`src/rtl/fila_ctrl.sv`:
```
`timescale 1ns/1ps
// fila_ctrl: round-robin enqueue arbiter and registered dequeue sequencer in front of one fila queue.
// Enqueue and dequeue are serialised through one FSM so the queue never sees both in a cycle.
module fila_ctrl #(
  parameter int WIDTH = 8,
  parameter int DEPTH = 8
) (
  input  logic             clk_10KHz,
  input  logic             reset,
  input  logic [WIDTH-1:0] p0_data,
  input  logic             p0_valid,
  output logic             p0_ready,
  input  logic [WIDTH-1:0] p1_data,
  input  logic             p1_valid,
  output logic             p1_ready,
  output logic [WIDTH-1:0] c_data,
  output logic             c_valid,
  input  logic             c_ready,
  output logic [WIDTH-1:0] q_data_in,
  output logic             q_enqueue,
  output logic             q_dequeue,
  input  logic [WIDTH-1:0] q_data_out,
  input  logic [7:0]       q_len,
  output logic             q_full,
  output logic             q_empty
);
  typedef enum logic [1:0] {IDLE, ENQ, DEQ, CAPT} state_t;
  localparam logic [7:0] DEPTH_L = 8'(DEPTH);
  state_t state_q, state_d;
  logic [1:0] rr_q, rr_d, nx1, nx2, win;
  logic [3:0] elig;
  logic [WIDTH-1:0] din_q, din_d, cd_q, cd_d;
  logic enq_q, enq_d, deq_q, deq_d, r0_q, r0_d, r1_q, r1_d, cv_q, cv_d;

  function automatic logic [1:0] nxt(input logic [1:0] r);
    return r == 2'd2 ? 2'd0 : r + 2'd1;
  endfunction

  assign q_full  = q_len >= DEPTH_L;
  assign q_empty = q_len == 8'd0;
  // requester index: 0 = P0, 1 = P1, 2 = dequeue; bit 3 pads the unused pointer code
  assign elig = {1'b0, !q_empty && !cv_q, p1_valid && !q_full, p0_valid && !q_full};
  assign nx1  = nxt(rr_q);
  assign nx2  = nxt(nx1);
  assign win  = elig[rr_q] ? rr_q : elig[nx1] ? nx1 : nx2;

  always_comb begin
    state_d = state_q;
    rr_d    = rr_q;
    din_d   = din_q;
    cd_d    = cd_q;
    enq_d   = 1'b0;
    deq_d   = 1'b0;
    r0_d    = 1'b0;
    r1_d    = 1'b0;
    cv_d    = cv_q && !c_ready;
    case (state_q)
      IDLE: if (|elig) begin
        rr_d    = nxt(win);
        state_d = win == 2'd2 ? DEQ : ENQ;
        deq_d   = win == 2'd2;
        enq_d   = win != 2'd2;
        r0_d    = win == 2'd0;
        r1_d    = win == 2'd1;
        din_d   = win == 2'd0 ? p0_data : win == 2'd1 ? p1_data : din_q;
      end
      ENQ:  state_d = IDLE;
      DEQ:  state_d = CAPT;
      CAPT: begin
        cd_d    = q_data_out;
        cv_d    = 1'b1;
        state_d = IDLE;
      end
      default: state_d = IDLE;
    endcase
  end

  always_ff @(posedge clk_10KHz or negedge reset) begin
    if (!reset) begin
      state_q <= IDLE;
      rr_q    <= 2'd0;
      din_q   <= '0;
      cd_q    <= '0;
      enq_q   <= 1'b0;
      deq_q   <= 1'b0;
      r0_q    <= 1'b0;
      r1_q    <= 1'b0;
      cv_q    <= 1'b0;
    end else begin
      state_q <= state_d;
      rr_q    <= rr_d;
      din_q   <= din_d;
      cd_q    <= cd_d;
      enq_q   <= enq_d;
      deq_q   <= deq_d;
      r0_q    <= r0_d;
      r1_q    <= r1_d;
      cv_q    <= cv_d;
    end
  end

  assign q_data_in = din_q;
  assign q_enqueue = enq_q;
  assign q_dequeue = deq_q;
  assign p0_ready  = r0_q;
  assign p1_ready  = r1_q;
  assign c_data    = cd_q;
  assign c_valid   = cv_q;
endmodule

```
`config.mk`:
```
export PLATFORM = sky130hd
export DESIGN_NAME = fila_ctrl
export DESIGN_NICKNAME = d
export VERILOG_FILES = /design/src/rtl/fila_ctrl.sv
export SDC_FILE = /design/constraint.sdc
export NUM_CORES = 1
export LEC_CHECK = 0
export CORE_MARGIN = 2
export CORE_UTILIZATION = 38
export CTS_BUF_LIST = sky130_fd_sc_hd__clkbuf_4
export DETAILED_ROUTE_END_ITERATION = 10
export GPL_TIMING_DRIVEN = 0
export PLACE_DENSITY = 0.89
export SYNTH_ARGS = -nofsm -noshare
export SYNTH_HDL_FRONTEND = slang
export SYNTH_SLANG_ARGS = --single-unit
export TNS_END_PERCENT = 10
```
`constraint.sdc`:
```
create_clock -name clk_10KHz -period 1.86 [get_ports clk_10KHz]
set_input_delay 0.465 -clock clk_10KHz [delete_from_list [all_inputs] [get_ports clk_10KHz]]
set_output_delay 0.465 -clock clk_10KHz [all_outputs]
set_load 0.02 [all_outputs]
```
==> impl_metrics.xml <==
<?xml version="1.0" encoding="UTF-8"?>
<metrics>
  <group name="sta">
    <metric name="final_critical_delay_including_setup_and_external_delays" unit="ns">2.18</metric>
    <metric name="fin_worst_hold_slack" unit="ns">0.518</metric>
    <metric name="setup_repair_after_global_routing_missed_its_margin" unit="">yes</metric>
    <metric name="final_min_period_over_clock_period" unit="">1.17</metric>
    <metric name="timing.final.setup_violations" unit="">13</metric>
    <metric name="timing.slew.headroom" unit="">0.280</metric>
    <metric name="final_hold_viol_count" unit="">0</metric>
    <metric name="final_slew_violations" unit="">0</metric>
    <metric name="post-route-worst-setup-slack" unit="ns">-0.317</metric>
    <metric name="slew_worst_pin" unit="ns">1.08</metric>
    <metric name="fmax" unit="GHz">0.459</metric>
    <metric name="skew" unit="ns">0.00712</metric>
  </group>
  <group name="synthesis">
    <metric name="synthesis.area" unit="um2">1250</metric>
    <metric name="synth_seq_cells" unit="">25</metric>
    <metric name="yosys_most_used_dff" unit="">sky130_fd_sc_hd__dfrtp_1</metric>
    <metric name="synth_net_count" unit="">137</metric>
    <metric name="synth_seq_area_share" unit="">0.501</metric>
    <metric name="post_synth.cell_area_avg" unit="um2">12.5</metric>
    <metric name="synth_cells" unit="">100</metric>
    <metric name="async_s_r_ff_share_synth" unit="">1.00</metric>
    <metric name="synthesis.yosys.warnings" unit="">0</metric>
    <metric name="number_of_distinct_standard_cells_referenced_by_the_synthesized_netlist" unit="">34</metric>
    <metric name="synth_edf_count" unit="">0</metric>
  </group>
  <group name="power">
    <metric name="power.switching" unit="uW">998</metric>
    <metric name="power.share.switching" unit="">0.370</metric>
    <metric name="power_report.internal_total" unit="mW">1.70</metric>
    <metric name="ir_drop" unit="mV">0.776</metric>
    <metric name="combinationalPowerShare" unit="">0.569</metric>
    <metric name="cellLeakagePower" unit="nW">0.866</metric>
    <metric name="p_seq_frac" unit="">0.339</metric>
    <metric name="p_per_area" unit="nW/um2">1340</metric>
    <metric name="power.clock.fraction" unit="">0.092</metric>
  </group>
  <group name="worst_setup_path">
    <metric name="worst-path-stages" unit="">7</metric>
    <metric name="worst_path_dominant_cell_family" unit="">simple AND/OR/NAND/NOR gates</metric>
    <metric name="critical_path_class" unit="">input pin to flip-flop</metric>
    <metric name="cp_cell_sequence" unit="">buf_8 -&gt; or4_4 -&gt; o31a_1 -&gt; nand2b_4 -&gt; a311oi_4 -&gt; buf_6 -&gt; mux2_4</metric>
    <metric name="setup.worst_path.start_class" unit="">input pin</metric>
    <metric name="end_kind" unit="">flip-flop</metric>
    <metric name="crit_path_max_fanout" unit="">8</metric>
    <metric name="worst-r2r-cell-count" unit="">4</metric>
    <metric name="worst_path_max_delay_cell" unit="">sky130_fd_sc_hd__or4_4</metric>
    <metric name="crit_required" unit="ns">2.07</metric>
    <metric name="cp_data_arrival_time" unit="ns">2.39</metric>
    <metric name="critical-path-max-stage-delay" unit="ns">0.54</metric>
    <metric name="worst-path-buf-inv" unit="">2</metric>
  </group>
  <group name="layout">
    <metric name="multi_input_area" unit="um2">636</metric>
    <metric name="antennaDiodeCount" unit="">0</metric>
    <metric name="regArea" unit="um2">626</metric>
    <metric name="postLayoutCellArea" unit="um2">2020</metric>
    <metric name="area_delta_synth_final" unit="%">61.8</metric>
    <metric name="drive_gt1_frac" unit="">0.288</metric>
    <metric name="fillerInstances" unit="">240</metric>
    <metric name="final_net_count" unit="">208</metric>
  </group>
  <group name="detailed_routing">
    <metric name="drc_errors" unit="">0</metric>
    <metric name="drt-wirelength-per-cell" unit="um">15.7</metric>
    <metric name="routed_wl" unit="um">3360</metric>
    <metric name="route.detailed.vias_per_inst" unit="">5.29</metric>
    <metric name="drt_pass1_iterations" unit="">6</metric>
    <metric name="number_of_drc_markers_in_iteration_0" unit="">48</metric>
    <metric name="drt.antenna.violating_nets" unit="">0</metric>
    <metric name="dr_total_vias" unit="">1132</metric>
  </group>
  <group name="floorplan">
    <metric name="floorplan.die_area" unit="um2">3760</metric>
    <metric name="core" unit="um2">3080</metric>
    <metric name="rows" unit="">20</metric>
    <metric name="io_pins" unit="">60</metric>
    <metric name="initial_core_util" unit="">0.406</metric>
    <metric name="dieHeight" unit="um">61.3</metric>
    <metric name="die_width" unit="um">61.3</metric>
  </group>
  <group name="global_route">
    <metric name="number_of_antenna_violations_at_the_first_check_in_global_routing" unit="">0</metric>
    <metric name="routing_layer_with_the_top_usage_in_global_route" unit="">met2</metric>
    <metric name="grt.total_usage" unit="">0.185</metric>
    <metric name="global_route.overflow_total" unit="">0</metric>
    <metric name="grt_pass1_wl" unit="um">5090</metric>
    <metric name="grt_start_max_net_pins" unit="">26</metric>
    <metric name="grt_util_met2" unit="">0.351</metric>
    <metric name="globalRouteMet1Util" unit="">0.188</metric>
    <metric name="first_global_vias" unit="">1150</metric>
    <metric name="use_met3" unit="">0.0609</metric>
  </group>
  <group name="clocking">
    <metric name="cts_num_sinks" unit="">25</metric>
    <metric name="number_of_hold_repair_buffers_added_at_the_cts_stage" unit="">0</metric>
    <metric name="ctsLongestPathBuffers" unit="">2</metric>
    <metric name="clk-insertion-delay-late" unit="ns">0.31</metric>
    <metric name="cts_tree" unit="">built</metric>
    <metric name="clk_transition_reported_paths" unit="ns">0.13</metric>
    <metric name="root_buffer" unit="">sky130_fd_sc_hd__clkbuf_4</metric>
    <metric name="ctsHtreeMaxLevel" unit="">1</metric>
    <metric name="cts_inserted_buffers" unit="">3</metric>
  </group>
  <group name="outcome">
    <metric name="violations" unit="">setup timing</metric>
    <metric name="outcome" unit="">complete, but fails checks</metric>
  </group>
  <group name="placement">
    <metric name="detailedPlacementHpwl" unit="um">2480</metric>
    <metric name="port_buffers" unit="">59</metric>
    <metric name="globalplace.congestion" unit="">0.808</metric>
    <metric name="placedInstanceArea" unit="um2">1900</metric>
  </group>
  <group name="hold_path">
    <metric name="min-delay-path-class" unit="">flip-flop to flip-flop</metric>
    <metric name="min_path_cells" unit="">1</metric>
  </group>
  <group name="flow_run">
    <metric name="max_cap_violations" unit="">0</metric>
  </group>
</metrics>
-- final cells by class --
cell class              count  share of cell area
plain buffers               3              0.0105
flip-flops and latches     25               0.310
inverters                   6              0.0111
well taps                  44              0.0272
multi-input cells          66               0.315
repair buffers             66               0.312
clock buffers               4              0.0149
-- registers in the layout, indices dropped and copies added (netlist names) --
signal	count
q_data_in	8
rr_q	2
q_enqueue	1
state_q	2
c_valid	1
p0_ready	1
q_dequeue	1
p1_ready	1
c_data	8
-- cell families after synthesis --
logic type,synth area share
multiplexers,0.162
AO/OA/AOI/OAI,0.191
buffers and inverters,0.0341
AND/OR/NAND/NOR,0.111
flip-flops,0.501
-- layout by cell type (no fill, tap or decap), types with 2 or more instances in the layout --
master                            count
sky130_fd_sc_hd__mux2_2               8
sky130_fd_sc_hd__dlygate4sd2_1        3
sky130_fd_sc_hd__nor2_1               4
sky130_fd_sc_hd__nand2_1              4
sky130_fd_sc_hd__clkdlybuf4s50_1     49
sky130_fd_sc_hd__or3_4                2
sky130_fd_sc_hd__o32a_1               8
sky130_fd_sc_hd__dfrtp_1             25
sky130_fd_sc_hd__mux2_4               8
sky130_fd_sc_hd__a21oi_1              6
sky130_fd_sc_hd__buf_6                2
sky130_fd_sc_hd__o21ai_0              2
sky130_fd_sc_hd__buf_2                4
sky130_fd_sc_hd__clkbuf_4             4
sky130_fd_sc_hd__nor3_1               2
sky130_fd_sc_hd__inv_1                5
sky130_fd_sc_hd__buf_4                8
-- cell usage after synthesis, types with 2 or more instances --
| cell type | instances | area [um2] |
|---|---|---|
| sky130_fd_sc_hd__a21oi_1 | 6 | 30.0 |
| sky130_fd_sc_hd__dfrtp_1 | 25 | 626 |
| sky130_fd_sc_hd__inv_1 | 6 | 22.5 |
| sky130_fd_sc_hd__mux2_2 | 10 | 113 |
| sky130_fd_sc_hd__mux2_4 | 6 | 90.1 |
| sky130_fd_sc_hd__nand2_1 | 5 | 18.8 |
| sky130_fd_sc_hd__nor2_1 | 4 | 15.0 |
| sky130_fd_sc_hd__nor3_1 | 2 | 10.0 |
| sky130_fd_sc_hd__o21ai_0 | 2 | 10.0 |
| sky130_fd_sc_hd__o32a_1 | 8 | 80.1 |
| sky130_fd_sc_hd__or3_1 | 3 | 18.8 |
-- per-layer routing --
| metal | routed length (um) | part of all wire |
|---|---|---|
| met5 | 0 | 0 |
| met4 | 49 | 0.015 |
| met3 | 323 | 0.096 |
| met2 | 1760 | 0.52 |
| met1 | 1230 | 0.36 |
-- timing repair --
action / 4_1_cts / 5_1_grt
pin swaps: 5 / 2
gates resized for setup: 39 / 5
buffers inserted: 6 / 1
setup endpoints to repair: 17 / 15
-- power groups by stage --
| stage | Clock [mW] | Combinational [mW] | Sequential [mW] |
|---|---|---|---|
| floorplan | 0 | 0.581 | 1.15 |
| global placement | 0 | 1.38 | 0.911 |
| detailed placement | 0 | 1.43 | 0.922 |
| CTS | 0.254 | 1.50 | 0.916 |
| global route | 0.277 | 1.63 | 0.943 |
| finish | 0.247 | 1.54 | 0.916 |
-- stage by stage --
step                      setup TNS (ns)  std cells  utilization  power (mW)  worst slack [ns]
after floorplan                    -5.62        100            -        1.73            -0.563
after global routing               -3.66        214        0.657        2.85            -0.326
final                              -3.42        214        0.657        2.70            -0.317
after global placement            -15.34        203        0.616        2.29             -1.12
after CTS                          -3.57        213        0.648        2.67            -0.325
after detailed placement          -16.98        203        0.616        2.35             -1.19
-- final timing paths --
| kind | startpoint | slack [ns] | endpoint |
|---|---|---|---|
| hold / removal | c_data[2]$_DFFE_PN0P_ | 0.52 | c_data[2]$_DFFE_PN0P_ |
| setup / recovery | q_len[7] | -0.32 | q_data_in[4]$_DFFE_PN0P_ |
| min in group asynchronous | reset | 0.72 | rr_q[0]$_DFFE_PN0P_ |
| hold reg to reg | c_data[2]$_DFFE_PN0P_ | 0.52 | c_data[2]$_DFFE_PN0P_ |
| setup reg to reg | rr_q[0]$_DFFE_PN0P_ | -0.13 | q_data_in[7]$_DFFE_PN0P_ |
| max in group asynchronous | reset | 0.49 | c_data[2]$_DFFE_PN0P_ |
(Power assumes the default switching activity.)
